`src/rtl/mem_arbiter_pkg.sv`:
```
// Shared types and defaults for the fetch/execute single-port memory arbiter.
package mem_arb_pkg;

  typedef enum logic [1:0] {IDLE, IF_RSP, EX_RSP} arb_state_e;
  typedef enum logic [1:0] {OWN_NONE, OWN_IF, OWN_EX} owner_e;

  localparam int MAX_EX_STREAK_DEF = 3;

endpackage

```
`src/rtl/mem_arbiter_if.sv`:
```
// Bundle of fetch, execute and memory-port signals; slave = arbiter side, master = stages/RAM side.
// Handshake: o_*_gnt is a same-cycle grant; a requester not granted keeps its request and inputs stable.
interface mem_arbiter_if #(
  parameter int ADDR_WIDTH = 12,
  parameter int WORD_WIDTH = 32
);
  logic                  i_if_req;
  logic [ADDR_WIDTH-1:0] i_if_addr;
  logic                  i_if_flush;
  logic                  o_if_gnt;
  logic                  o_if_valid;
  logic [WORD_WIDTH-1:0] o_if_rdata;
  logic                  i_ex_req;
  logic                  i_ex_we;
  logic [ADDR_WIDTH-1:0] i_ex_addr;
  logic [WORD_WIDTH-1:0] i_ex_wdata;
  logic                  o_ex_gnt;
  logic                  o_ex_valid;
  logic [WORD_WIDTH-1:0] o_ex_rdata;
  logic [ADDR_WIDTH-1:0] o_mem_addr;
  logic [WORD_WIDTH-1:0] o_mem_wdata;
  logic                  o_mem_write;
  logic [WORD_WIDTH-1:0] i_mem_data;
  logic [1:0]            o_dbg_state;

  modport slave (
    input  i_if_req, i_if_addr, i_if_flush, i_ex_req, i_ex_we, i_ex_addr, i_ex_wdata, i_mem_data,
    output o_if_gnt, o_if_valid, o_if_rdata, o_ex_gnt, o_ex_valid, o_ex_rdata,
           o_mem_addr, o_mem_wdata, o_mem_write, o_dbg_state
  );

  modport master (
    output i_if_req, i_if_addr, i_if_flush, i_ex_req, i_ex_we, i_ex_addr, i_ex_wdata, i_mem_data,
    input  o_if_gnt, o_if_valid, o_if_rdata, o_ex_gnt, o_ex_valid, o_ex_rdata,
           o_mem_addr, o_mem_wdata, o_mem_write, o_dbg_state
  );
endinterface

```
`src/rtl/mem_arbiter_streak_ctr.sv`:
```
// Saturating count of execute grants taken while fetch waits; flags when fetch must be forced through.
module arb_streak_ctr #(
  parameter int MAX_EX_STREAK = 3
) (
  input  logic i_clk,
  input  logic i_rst,
  input  logic i_if_req,
  input  logic i_if_gnt,
  input  logic i_ex_gnt,
  output logic o_force_fetch
);
  localparam int CW = (MAX_EX_STREAK < 1) ? 1 : $clog2(MAX_EX_STREAK + 1);
  localparam logic [CW-1:0] MAX_V = CW'(MAX_EX_STREAK);

  logic [CW-1:0] r_streak;

  always_ff @(posedge i_clk or posedge i_rst) begin
    if (i_rst) begin
      r_streak <= '0;
    end else if (i_if_gnt || !i_if_req) begin
      r_streak <= '0;
    end else if (i_ex_gnt && (r_streak != MAX_V)) begin
      r_streak <= r_streak + 1'b1;
    end
  end

  assign o_force_fetch = (r_streak == MAX_V);
endmodule

```
`src/rtl/mem_arbiter.sv`:
```
// Single-port memory arbiter: execute normally wins, fetch is forced after MAX_EX_STREAK losses.
// Optional perf counters (conflict / fetch-starve cycles) are built when MEM_ARB_PERF_EN is defined.
module mem_arbiter
  import mem_arb_pkg::*;
#(
  parameter int ADDR_WIDTH    = 12,
  parameter int WORD_WIDTH    = 32,
  parameter int MAX_EX_STREAK = MAX_EX_STREAK_DEF
) (
  input  logic        i_clk,
  input  logic        i_rst,
`ifdef MEM_ARB_PERF_EN
  output logic [31:0] o_conflict_cnt,
  output logic [31:0] o_if_starve_cnt,
`endif
  mem_arbiter_if.slave bus
);
  owner_e     w_owner;
  logic       w_force_fetch;
  logic       w_if_gnt;
  logic       w_ex_gnt;
  arb_state_e r_state;
  arb_state_e w_state_nxt;
  logic       r_if_kill;
  logic [WORD_WIDTH-1:0] r_if_rdata;
  logic [WORD_WIDTH-1:0] r_ex_rdata;

  arb_streak_ctr #(.MAX_EX_STREAK(MAX_EX_STREAK)) u_streak (
    .i_clk        (i_clk),
    .i_rst        (i_rst),
    .i_if_req     (bus.i_if_req),
    .i_if_gnt     (w_if_gnt),
    .i_ex_gnt     (w_ex_gnt),
    .o_force_fetch(w_force_fetch)
  );

  always_comb begin
    w_owner = OWN_NONE;
    if (bus.i_ex_req && !(bus.i_if_req && w_force_fetch)) begin
      w_owner = OWN_EX;
    end else if (bus.i_if_req) begin
      w_owner = OWN_IF;
    end
  end

  assign w_if_gnt     = (w_owner == OWN_IF);
  assign w_ex_gnt     = (w_owner == OWN_EX);
  assign bus.o_if_gnt = w_if_gnt;
  assign bus.o_ex_gnt = w_ex_gnt;

  always_comb begin
    bus.o_mem_addr  = '0;
    bus.o_mem_wdata = '0;
    bus.o_mem_write = 1'b0;
    case (w_owner)
      OWN_IF: bus.o_mem_addr = bus.i_if_addr;
      OWN_EX: begin
        bus.o_mem_addr  = bus.i_ex_addr;
        bus.o_mem_write = bus.i_ex_we;
        bus.o_mem_wdata = bus.i_ex_we ? bus.i_ex_wdata : '0;
      end
      default: ;
    endcase
  end

  // Next state only depends on this cycle's grant, so back-to-back responses stream.
  always_comb begin
    w_state_nxt = IDLE;
    if (w_if_gnt) begin
      w_state_nxt = IF_RSP;
    end else if (w_ex_gnt && !bus.i_ex_we) begin
      w_state_nxt = EX_RSP;
    end
  end

  always_ff @(posedge i_clk or posedge i_rst) begin
    if (i_rst) begin
      r_state    <= IDLE;
      r_if_kill  <= 1'b0;
      r_if_rdata <= '0;
      r_ex_rdata <= '0;
    end else begin
      r_state   <= w_state_nxt;
      r_if_kill <= w_if_gnt && bus.i_if_flush;
      if (w_if_gnt) r_if_rdata <= bus.i_mem_data;
      if (w_ex_gnt && !bus.i_ex_we) r_ex_rdata <= bus.i_mem_data;
    end
  end

  // A flush in the response cycle kills the fetch word combinationally.
  assign bus.o_if_valid  = (r_state == IF_RSP) && !r_if_kill && !bus.i_if_flush;
  assign bus.o_ex_valid  = (r_state == EX_RSP);
  assign bus.o_if_rdata  = r_if_rdata;
  assign bus.o_ex_rdata  = r_ex_rdata;
  assign bus.o_dbg_state = r_state;

`ifdef MEM_ARB_PERF_EN
  always_ff @(posedge i_clk or posedge i_rst) begin
    if (i_rst) begin
      o_conflict_cnt  <= '0;
      o_if_starve_cnt <= '0;
    end else begin
      if (bus.i_if_req && bus.i_ex_req) o_conflict_cnt <= o_conflict_cnt + 32'd1;
      if (bus.i_if_req && !w_if_gnt) o_if_starve_cnt <= o_if_starve_cnt + 32'd1;
    end
  end
`endif
endmodule

```
`src/flat_wrapper.sv`:
```
// flat-port wrapper written by rule: the top's interface ports become plain ports
module mem_arbiter_flat import mem_arb_pkg::*;
#(
  parameter int ADDR_WIDTH    = 12,
  parameter int WORD_WIDTH    = 32,
  parameter int MAX_EX_STREAK = MAX_EX_STREAK_DEF
)
  (i_clk, i_rst, bus_i_if_req, bus_i_if_addr, bus_i_if_flush, bus_i_ex_req, bus_i_ex_we, bus_i_ex_addr, bus_i_ex_wdata, bus_i_mem_data, bus_o_if_gnt, bus_o_if_valid, bus_o_if_rdata, bus_o_ex_gnt, bus_o_ex_valid, bus_o_ex_rdata, bus_o_mem_addr, bus_o_mem_wdata, bus_o_mem_write, bus_o_dbg_state);
  mem_arbiter_if #(.ADDR_WIDTH(ADDR_WIDTH), .WORD_WIDTH(WORD_WIDTH)) bus_i ();
  input  logic i_clk;
  input  logic i_rst;
  input wire logic [$bits(bus_i.i_if_req)-1:0] bus_i_if_req;
  input wire logic [$bits(bus_i.i_if_addr)-1:0] bus_i_if_addr;
  input wire logic [$bits(bus_i.i_if_flush)-1:0] bus_i_if_flush;
  input wire logic [$bits(bus_i.i_ex_req)-1:0] bus_i_ex_req;
  input wire logic [$bits(bus_i.i_ex_we)-1:0] bus_i_ex_we;
  input wire logic [$bits(bus_i.i_ex_addr)-1:0] bus_i_ex_addr;
  input wire logic [$bits(bus_i.i_ex_wdata)-1:0] bus_i_ex_wdata;
  input wire logic [$bits(bus_i.i_mem_data)-1:0] bus_i_mem_data;
  output wire logic [$bits(bus_i.o_if_gnt)-1:0] bus_o_if_gnt;
  output wire logic [$bits(bus_i.o_if_valid)-1:0] bus_o_if_valid;
  output wire logic [$bits(bus_i.o_if_rdata)-1:0] bus_o_if_rdata;
  output wire logic [$bits(bus_i.o_ex_gnt)-1:0] bus_o_ex_gnt;
  output wire logic [$bits(bus_i.o_ex_valid)-1:0] bus_o_ex_valid;
  output wire logic [$bits(bus_i.o_ex_rdata)-1:0] bus_o_ex_rdata;
  output wire logic [$bits(bus_i.o_mem_addr)-1:0] bus_o_mem_addr;
  output wire logic [$bits(bus_i.o_mem_wdata)-1:0] bus_o_mem_wdata;
  output wire logic [$bits(bus_i.o_mem_write)-1:0] bus_o_mem_write;
  output wire logic [$bits(bus_i.o_dbg_state)-1:0] bus_o_dbg_state;
  assign bus_i.i_if_req = bus_i_if_req;
  assign bus_i.i_if_addr = bus_i_if_addr;
  assign bus_i.i_if_flush = bus_i_if_flush;
  assign bus_i.i_ex_req = bus_i_ex_req;
  assign bus_i.i_ex_we = bus_i_ex_we;
  assign bus_i.i_ex_addr = bus_i_ex_addr;
  assign bus_i.i_ex_wdata = bus_i_ex_wdata;
  assign bus_i.i_mem_data = bus_i_mem_data;
  assign bus_o_if_gnt = bus_i.o_if_gnt;
  assign bus_o_if_valid = bus_i.o_if_valid;
  assign bus_o_if_rdata = bus_i.o_if_rdata;
  assign bus_o_ex_gnt = bus_i.o_ex_gnt;
  assign bus_o_ex_valid = bus_i.o_ex_valid;
  assign bus_o_ex_rdata = bus_i.o_ex_rdata;
  assign bus_o_mem_addr = bus_i.o_mem_addr;
  assign bus_o_mem_wdata = bus_i.o_mem_wdata;
  assign bus_o_mem_write = bus_i.o_mem_write;
  assign bus_o_dbg_state = bus_i.o_dbg_state;
  mem_arbiter #(.ADDR_WIDTH(ADDR_WIDTH), .WORD_WIDTH(WORD_WIDTH), .MAX_EX_STREAK(MAX_EX_STREAK)) u_core (.i_clk(i_clk), .i_rst(i_rst), .bus(bus_i));
endmodule
```
`config.mk`:
```
export PLATFORM = sky130hd
export DESIGN_NAME = mem_arbiter_flat
export DESIGN_NICKNAME = d
export VERILOG_FILES = /design/src/rtl/mem_arbiter_pkg.sv /design/src/rtl/mem_arbiter_if.sv /design/src/rtl/mem_arbiter_streak_ctr.sv /design/src/rtl/mem_arbiter.sv /design/src/flat_wrapper.sv
export SDC_FILE = /design/constraint.sdc
export NUM_CORES = 1
export LEC_CHECK = 0
export CORE_MARGIN = 2
export CORE_UTILIZATION = 38
export DETAILED_ROUTE_END_ITERATION = 16
export HOLD_SLACK_MARGIN = 0.12
export PLACE_DENSITY = 0.89
export SLEW_MARGIN = 20
export SYNTH_ARGS = -nofsm -noshare
export SYNTH_HDL_FRONTEND = slang
export SYNTH_SLANG_ARGS = --single-unit
```
`constraint.sdc`:
```
create_clock -name i_clk -period 6.15 [get_ports i_clk]
set_clock_uncertainty 0.15 [all_clocks]
set_input_delay 0.615 -clock i_clk [delete_from_list [all_inputs] [get_ports i_clk]]
set_output_delay 0.615 -clock i_clk [all_outputs]
set_load 0.01 [all_outputs]
```
# == Yosys cells after proc, flatten, opt, wreduce, memory -nomap -nowiden ==
# Index checks and enable logic that the tools add are counted.
# word_totals
regBits,69
in_bits,94
output_inout_bits,115
wordCells,36
# op_classes
addsub,1
eq_ne,6
mux,10
reduce_logical,14
# ops
operator,n
$mux 32,2
$pmux 12 s2,1
$mux 2,5
$logic_and 1x1->1,7
$eq 2x2->1 const B,3
$logic_not 1->1,5
$eq 2x1->1 const B,2
$add 2x1->2 const B,1
$mux 1,2
$ne 2x2->1 const B,1
$reduce_bool 2->1,1
$logic_or 1x1->1,1

# == Logic depth before layout (Yosys ltp) ==
# Gate-level depths: netlist of the first run.
# depth
word_depth,9
depth_mapped,6
depth_no_buf,5

# == Hierarchy ==
# A second synthesis of the first run with hierarchy kept.
# unflattened
hier_cells,208
area_unflattened_um2,3114.2
# by_module_without_submodules
module,n_inst,cells_each,area_per_inst_um2,seq_area_each_um2
mem_arbiter,1,198,3001.6,1676.6
arb_streak_ctr,1,10,112.6,50.0

# == Least setup slack after synthesis of the first run ==
# Ideal clock, no wire load.
# synth_path
path_type,input to output
start,in bus_i_ex_req
end,out bus_o_mem_addr[0]
arrival_time_ps,1410
t_required_ps,5385
slack_ps,3975
stages,3
n_path_buf,1
path_cell_list,a21boi_2 > clkbuf_1 > a22o_1
# synth_between
elab_chain_cells,4
elab_cells_between_ends,5
classes_between,2 x eq/ne; 2 x mux; 1 x reduce/logical
# synth_rtl
item,line,text
"start, declared",flat_wrapper.sv:15,input wire logic [$bits(bus_i.i_ex_req)-1:0] bus_i_ex_req;
$logic_and 1x1->1,mem_arbiter.sv:39,if (bus.i_ex_req && !(bus.i_if_req && w_force_fetch)) begin
$mux 2,mem_arbiter.sv:39,
$eq 2x2->1,n/a,
via bus_o_ex_gnt,flat_wrapper.sv:23,output wire logic [$bits(bus_i.o_ex_gnt)-1:0] bus_o_ex_gnt;
$pmux 12 s2,mem_arbiter.sv:55,case (w_owner)
"end, declared",flat_wrapper.sv:26,output wire logic [$bits(bus_i.o_mem_addr)-1:0] bus_o_mem_addr;
# The timed path passes the listed nets, and every way through them passes these cells.

# == Final worst setup path of the first run ==
# layout_path
start,in bus_i_if_req
end,out bus_o_mem_addr[4]
# layout_between
elab_chain_cells,6
elab_cells_between_ends,8
classes_between,2 x eq/ne; 3 x mux; 3 x reduce/logical
# layout_rtl
item,line,text
"start, declared",flat_wrapper.sv:12,input wire logic [$bits(bus_i.i_if_req)-1:0] bus_i_if_req;
$logic_and 1x1->1,mem_arbiter.sv:39,
$logic_not 1->1,mem_arbiter.sv:39,
$logic_and 1x1->1,mem_arbiter.sv:39,
$mux 2 *,mem_arbiter.sv:39,
$eq 2x2->1 or $eq 2x1->1 (tied branches),mem_arbiter.sv:55,
$pmux 12 s2 *,mem_arbiter.sv:55,
# Every way passes the cells marked *; elsewhere a longest branch is shown, timed or not.

==> out/qor.yml, run 1 <==
timing:
  finalCriticalPeriod_ns: 3.31
  setup_tns_ns: 0
  setup_viol: 0
  hold_viol: 0
  rsz0062_at_grt: "false"
  period_share_pct: 53.8
  max_slew_margin_pct: 44.2
  fmax_ghz: 0.302
  drv_slew: 0
  worst_pin_slew_ns: 0.837
global_route:
  grt_usage_pct: 20.1
  antenna_found_initial: 0
  overflow: 0
  grt_pass1_vias: 2646
  grt_pass1_wl_mm: 13.5
  grt_start_max_net_pins: 70
logic_synthesis:
  yosys_warnings: 0
  synthCells: 204
  synth_seq_area_share_pct: 56.1
  ys_async_sr_fraction_pct: 100
  synth_ff_type: "dfrtp_1"
  syn-num-nets: 299
  syn-cell-area_um2: 3080
  synth.most_common_cell: "dfrtp_1"
  ys_top_cells_by_count: "69 x dfrtp_1, 35 x mux2_2, 32 x and2_1"
  ys_seq_elements: 69
  avgSynthCellArea_um2: 15.1
  synthDistinctLibCells: 23
  synthTopCellsByArea: "dfrtp_1 56%, mux2_4 14%, mux2_2 13%, and2_1 6.5%, a22o_1 3.4%"
  synth-edff-count: 0
  yosysTopAreaCell: "dfrtp_1"
  synth_top_area_share_pct: 56.1
floorplan:
  die_h_um: 94.0
  rows: 32
  fp.dieW_um: 94.0
  ioPinCount: 209
  die-area_um2: 8830
  core_um2: 7770
  initial_core_util_pct: 39.6
status:
  status: "finished clean"
worst_setup_path:
  worstPathArrival_ns: 2.55
  r2r_end: "u_core.bus.o_ex_rdata[28]"
  cp.required_ns: 5.38
  start_kind: "primary input"
  cp_common_cell: "clkdlybuf4s50_1"
  cp.buffers_inverters: 2
  crit_fanout: 14
  cp.depth: 4
  crit_chain: "clkdlybuf4s50_1 -> a21boi_2 -> a22o_1 -> clkdlybuf4s50_1"
  slowest_delay_ns: 0.59
  criticalPathCategory: "in2out"
  rrSetupSlack_ns: 3.53
  reg2reg_depth: 5
  cp-end-kind: "primary output"
  reg2reg_from: "u_core.u_streak.r_streak[0]"
  cpMaxStageDelayCell: "a21boi_2"
  cp_top_family: "buffers and inverters"
cts:
  hold_buffers: 0
  path_clk_slew_ns: 0.07
  clk_path_buf_depth: 2
  clock_sinks: 69
  clock-root-buffer: "clkbuf_8"
  htree_levels: 3
  clk_latency_ns: 0.33
  cts_tree: "built"
  cts_setup_buffers: 0
  numCtsBuffers: 9
  cts_resized: 0
route:
  detailedRoute.firstPassIterationCount: 4
  drc: 0
  detail-route-antenna-nets: 0
  routedWlPerCell_um: 17.1
  drt_iter0_markers: 54
  vias: 2443
  viasPerCell: 4.68
  wl_mm: 8.93
finish:
  finalNetCount: 510
  fillers: 551
  fin_util_pct: 70.1
  layout.cells.non_filler: 522
  antennaDiodeCount: 0
  regArea_um2: 1730
  synthToLayoutAreaGrowth_pct: 77.1
  multiInputGateArea_um2: 1230
  drive_gt1_share_pct: 21.0
  finalInstanceArea_um2: 5450
placement:
  routabilityCongestion: 0.740
  placedCellCount: 506
  io_buffers: 208
  dp_hpwl_mm: 6.66
  place_area_um2: 5200
pwr:
  switching_share_pct: 24.9
  combPwrFrac_pct: 28.4
  p_switching_uw: 349
  p_per_area_nw_per_um2: 258
  peakVddDrop_uv: 115
  cellLeakagePower_nw: 2.31
  clock_power_share_pct: 32.1
  pwr-share-seq_pct: 39.5
  p_int_mw: 1.05
worst_hold_path:
  hp-start: "u_core.u_streak.r_streak[0]"
  min_path_type: "reg2reg"
  holdPathEnd: "u_core.u_streak.r_streak[0]"
  hold_path_depth: 1
job:
  maxCapViolCount: 0
-- layout make-up --
| type | instances | share of cell area, % |
|---|---|---|
| inverters | 2 | 0.138 |
| clock buffers | 9 | 2.27 |
| multi-input cells | 121 | 22.5 |
| flip-flops and latches | 69 | 31.7 |
| repair buffers | 212 | 38.8 |
| well taps | 102 | 2.34 |
| clock inverters | 7 | 2.23 |
-- sequential cells by signal (all words and copies together), names as in the netlist --
signal / flops
u_core.bus.o_ex_rdata: 32
u_core.r_if_kill: 1
u_core.bus.o_if_rdata: 32
u_core.bus.o_dbg_state: 2
u_core.u_streak.r_streak: 2
-- cell families after synthesis --
logic type                 count (synthesis)  share of synthesized area, %
AOI/OAI and AO/OA                         14                          3.95
adders and majority gates                  1                         0.407
buffers and inverters                     14                          3.95
DFF                                       69                          56.1
muxes                                     64                          27.0
and+or+nand+nor                           42                          8.58
-- worst reg2reg max path, cell delays in order (launching register included) --
cell      delay (ns)
dfrtp_1         0.39
ha_1            0.25
a21boi_2        0.54
nor2b_4         0.26
buf_4           0.52
mux2_2          0.40
-- per-layer routing --
layer  wire length, µm  share of wire, %  global-route usage, %
met5                 0                 0                      0
met4                75              0.84                   7.25
met3               591               6.6                   4.57
met2              4740                53                   34.8
met1              3520                39                   24.4
-- cells in the final DEF (no fill, tap or decap), drive strengths merged --
cell,count
a21boi,1
a21oi,1
a22o,12
and2,32
and3,1
buf,4
bufinv,3
clkbuf,9
clkdlybuf4s50,208
clkinv,2
dfrtp,69
ha,1
inv,4
mux2,64
nand2,3
nand2b,1
nor2,1
nor2b,2
nor3b,1
nor4b,1
-- through the flow --
stage,hold WS [ns],setup slack (ns),power [mW]
2_1_floorplan,0.264,3.65,0.716
3_3_place_gp,0.278,3.00,0.952
3_5_place_dp,0.323,2.88,0.964
4_1_cts,0.332,2.88,1.42
5_1_grt,0.338,2.79,1.47
6_report,0.314,2.84,1.40
-- power by group through the flow --
stage                     registers (mW)  logic [mW]  clock network (mW)
final                              0.554       0.399               0.450
after global routing               0.562       0.423               0.483
after CTS                          0.555       0.403               0.461
after detailed placement           0.562       0.402                   0
after global placement             0.558       0.394                   0
after floorplan                    0.589       0.127                   0
-- worst max-delay path by stage --
stage | startpoint | end | slack (ns)
after global routing | bus_i_if_req | bus_o_mem_addr[4] | 2.79
after global placement | bus_i_if_req | bus_o_mem_addr[10] | 3.00
after CTS | bus_i_if_req | bus_o_mem_addr[4] | 2.88
after floorplan | i_rst | u_core.bus.o_dbg_state[0] | 3.65
after detailed placement | bus_i_if_req | bus_o_mem_addr[4] | 2.88
final | bus_i_if_req | bus_o_mem_addr[4] | 2.84
Power figures use the tool's default switching activity.
==> inputs of run 2 (changes only) <==
CORE_UTILIZATION = 36   (was 38)
PLACE_DENSITY = 0.85   (was 0.89)
clock period = 3.25 ns   (was 6.15 ns; I/O delays follow)
==> run 2 against run 1 <==
Sequential cell count is the same. Largest cell class unchanged. Clock power grew 72%. Power grew 84%. Setup slack lost 2.3 ns. Sequential share of layout area shrank 0.051 points. Die area grew 5.3%. Worst hold slack lost 0.058 ns. Utilization shrank 4.1 points. Design area grew 0.16%.
==> out/qor.yml, run 2 (same netlist as run 1, synthesis figures left out) <==
finish:
  multiInputGateArea_um2: 1230
  mostFrequentLayoutCell: "clkdlybuf4s50_1"
  finalNetCount: 510
  finalInstanceArea_um2: 5460
  drive_gt1_share_pct: 20.7
  fillers: 623
  antennaDiodeCount: 0
  regArea_um2: 1730
  synthToLayoutAreaGrowth_pct: 77.4
  layout_common_cells: "208 x clkdlybuf4s50_1, 69 x dfrtp_1, 35 x mux2_2, 32 x and2_1, 29 x mux2_4"
global_route:
  top_usage_layer: "met2"
  grtUsageMet3_pct: 5.43
  grt_usage_pct: 18.0
  grt_pass1_vias: 2475
  use_met1_pct: 21.8
  overflow: 0
  grt_pass1_wl_mm: 12.5
  antenna_found_initial: 0
  met2_usage_pct: 30.8
  grt_start_max_net_pins: 41
timing:
  finalCriticalPeriod_ns: 2.75
  setup_viol: 0
  rsz0062_at_grt: "false"
  max_slew_margin_pct: 56.6
  worst_pin_slew_ns: 0.650
  hold_viol: 0
  setup_ws_ns: 0.504
  drv_slew: 0
  setup_tns_ns: 0
  fmax_ghz: 0.364
  period_share_pct: 84.5
floorplan:
  rows: 33
  fp.dieW_um: 96.4
  initial_core_util_pct: 37.2
  ioPinCount: 209
  die_h_um: 96.4
  core_um2: 8260
  die-area_um2: 9300
worst_setup_path:
  cp.depth: 4
  start_kind: "flip-flop"
  cp.buffers_inverters: 1
  reg2reg_depth: 5
  cp.required_ns: 2.77
  criticalPathCategory: "reg2out"
  rrSetupSlack_ns: 0.93
  reg2reg_from: "u_core.u_streak.r_streak[0]"
  crit_chain: "ha_1 -> a21boi_2 -> a22o_1 -> clkdlybuf4s50_1"
  cp_top_family: "compound AO/OA/AOI/OAI gates"
  worstPathArrival_ns: 2.27
  cp-end-kind: "primary output"
  cpMaxStageDelayCell: "clkdlybuf4s50_1"
  crit_fanout: 14
  slowest_delay_ns: 0.55
  crit_start: "u_core.u_streak.r_streak[0]"
  cp-endpoint: "bus_o_mem_addr[4]"
  r2r_end: "u_core.bus.o_ex_rdata[26]"
cts:
  cts_setup_buffers: 0
  htree_levels: 3
  clk_path_buf_depth: 2
  clock_sinks: 69
  cts_resized: 0
  clock-root-buffer: "clkbuf_8"
  cts_tree: "built"
  numCtsBuffers: 9
  clk_latency_ns: 0.33
  path_clk_slew_ns: 0.07
  hold_buffers: 0
placement:
  dp_hpwl_mm: 6.59
  routabilityCongestion: 0.713
  place_ws_ns: 0.595
  io_buffers: 208
  place_area_um2: 5230
pwr:
  cellLeakagePower_nw: 2.30
  p_per_area_nw_per_um2: 472
  peakVddDrop_uv: 267
route:
  drc: 0
  wl_mm: 8.63
  detailedRoute.firstPassIterationCount: 4
  vias: 2435
  drt_iter0_markers: 58
  routedWlPerCell_um: 16.4
  detail-route-antenna-nets: 0
  viasPerCell: 4.64
status:
  status: "finished clean"
worst_hold_path:
  min_path_type: "in2async"
job:
  maxCapViolCount: 0
-- run 2: cell count changes in the layout (fill, tap and decap cells not counted), sizes merged --
| cell | delta |
|---|---|
| clkbuf | +2 |
| bufinv | -1 |
| inv | -2 |
| clkinv | -1 |
| clkinvlp | +2 |
-- run 2: where the power goes --
group / switching (mW) / leakage [nW] / internal, mW
combinational: 0.252 / 1.38 / 0.502
sequential: 0.0659 / 0.817 / 0.981
clock: 0.319 / 0.106 / 0.455
total: 0.637 / 2.30 / 1.94
-- run 2: through the flow --
stage,hold WS (ns),power [mW],instances,utilization [%]
final,0.256,2.57,525,66.1
after global placement,0.283,1.81,509,63.3
after global routing,0.320,2.70,525,66.1
after floorplan,0.264,1.36,204,-
after detailed placement,0.288,1.83,509,63.3
after CTS,0.270,2.61,525,66.1
-- run 2: metal layers --
| metal | wire (µm) | part of all wire, % | vias up |
|---|---|---|---|
| li1 | - | - | 1131 |
| met5 | 0 | 0 | - |
| met2 | 4490 | 52 | 114 |
| met3 | 689 | 8.0 | 9 |
| met1 | 3360 | 39 | 1181 |
| met4 | 92 | 1.1 | 0 |
-- run 2: worst min-delay path by stage --
| stage | from | endpoint | slack [ns] | depth (start not counted) |
|---|---|---|---|---|
| finish | i_rst | u_core.bus.o_if_rdata[28] | 0.26 | 2 |
| global route | u_core.u_streak.r_streak[0] | u_core.u_streak.r_streak[0] | 0.32 | 1 |
| CTS | i_rst | u_core.bus.o_if_rdata[3] | 0.27 | 2 |
| detailed placement | u_core.u_streak.r_streak[0] | u_core.u_streak.r_streak[0] | 0.29 | 1 |
| global placement | u_core.u_streak.r_streak[0] | u_core.u_streak.r_streak[0] | 0.28 | 1 |
| floorplan | u_core.u_streak.r_streak[0] | u_core.u_streak.r_streak[0] | 0.26 | 1 |
-- run 2: cell type report --
class	count	area share, %
clock buffer	11	2.59
clock inverter	5	1.54
inverter	2	0.138
multi-input combinational	121	22.5
sequential	69	31.7
tap	105	2.41
timing repair buffer	212	39.2
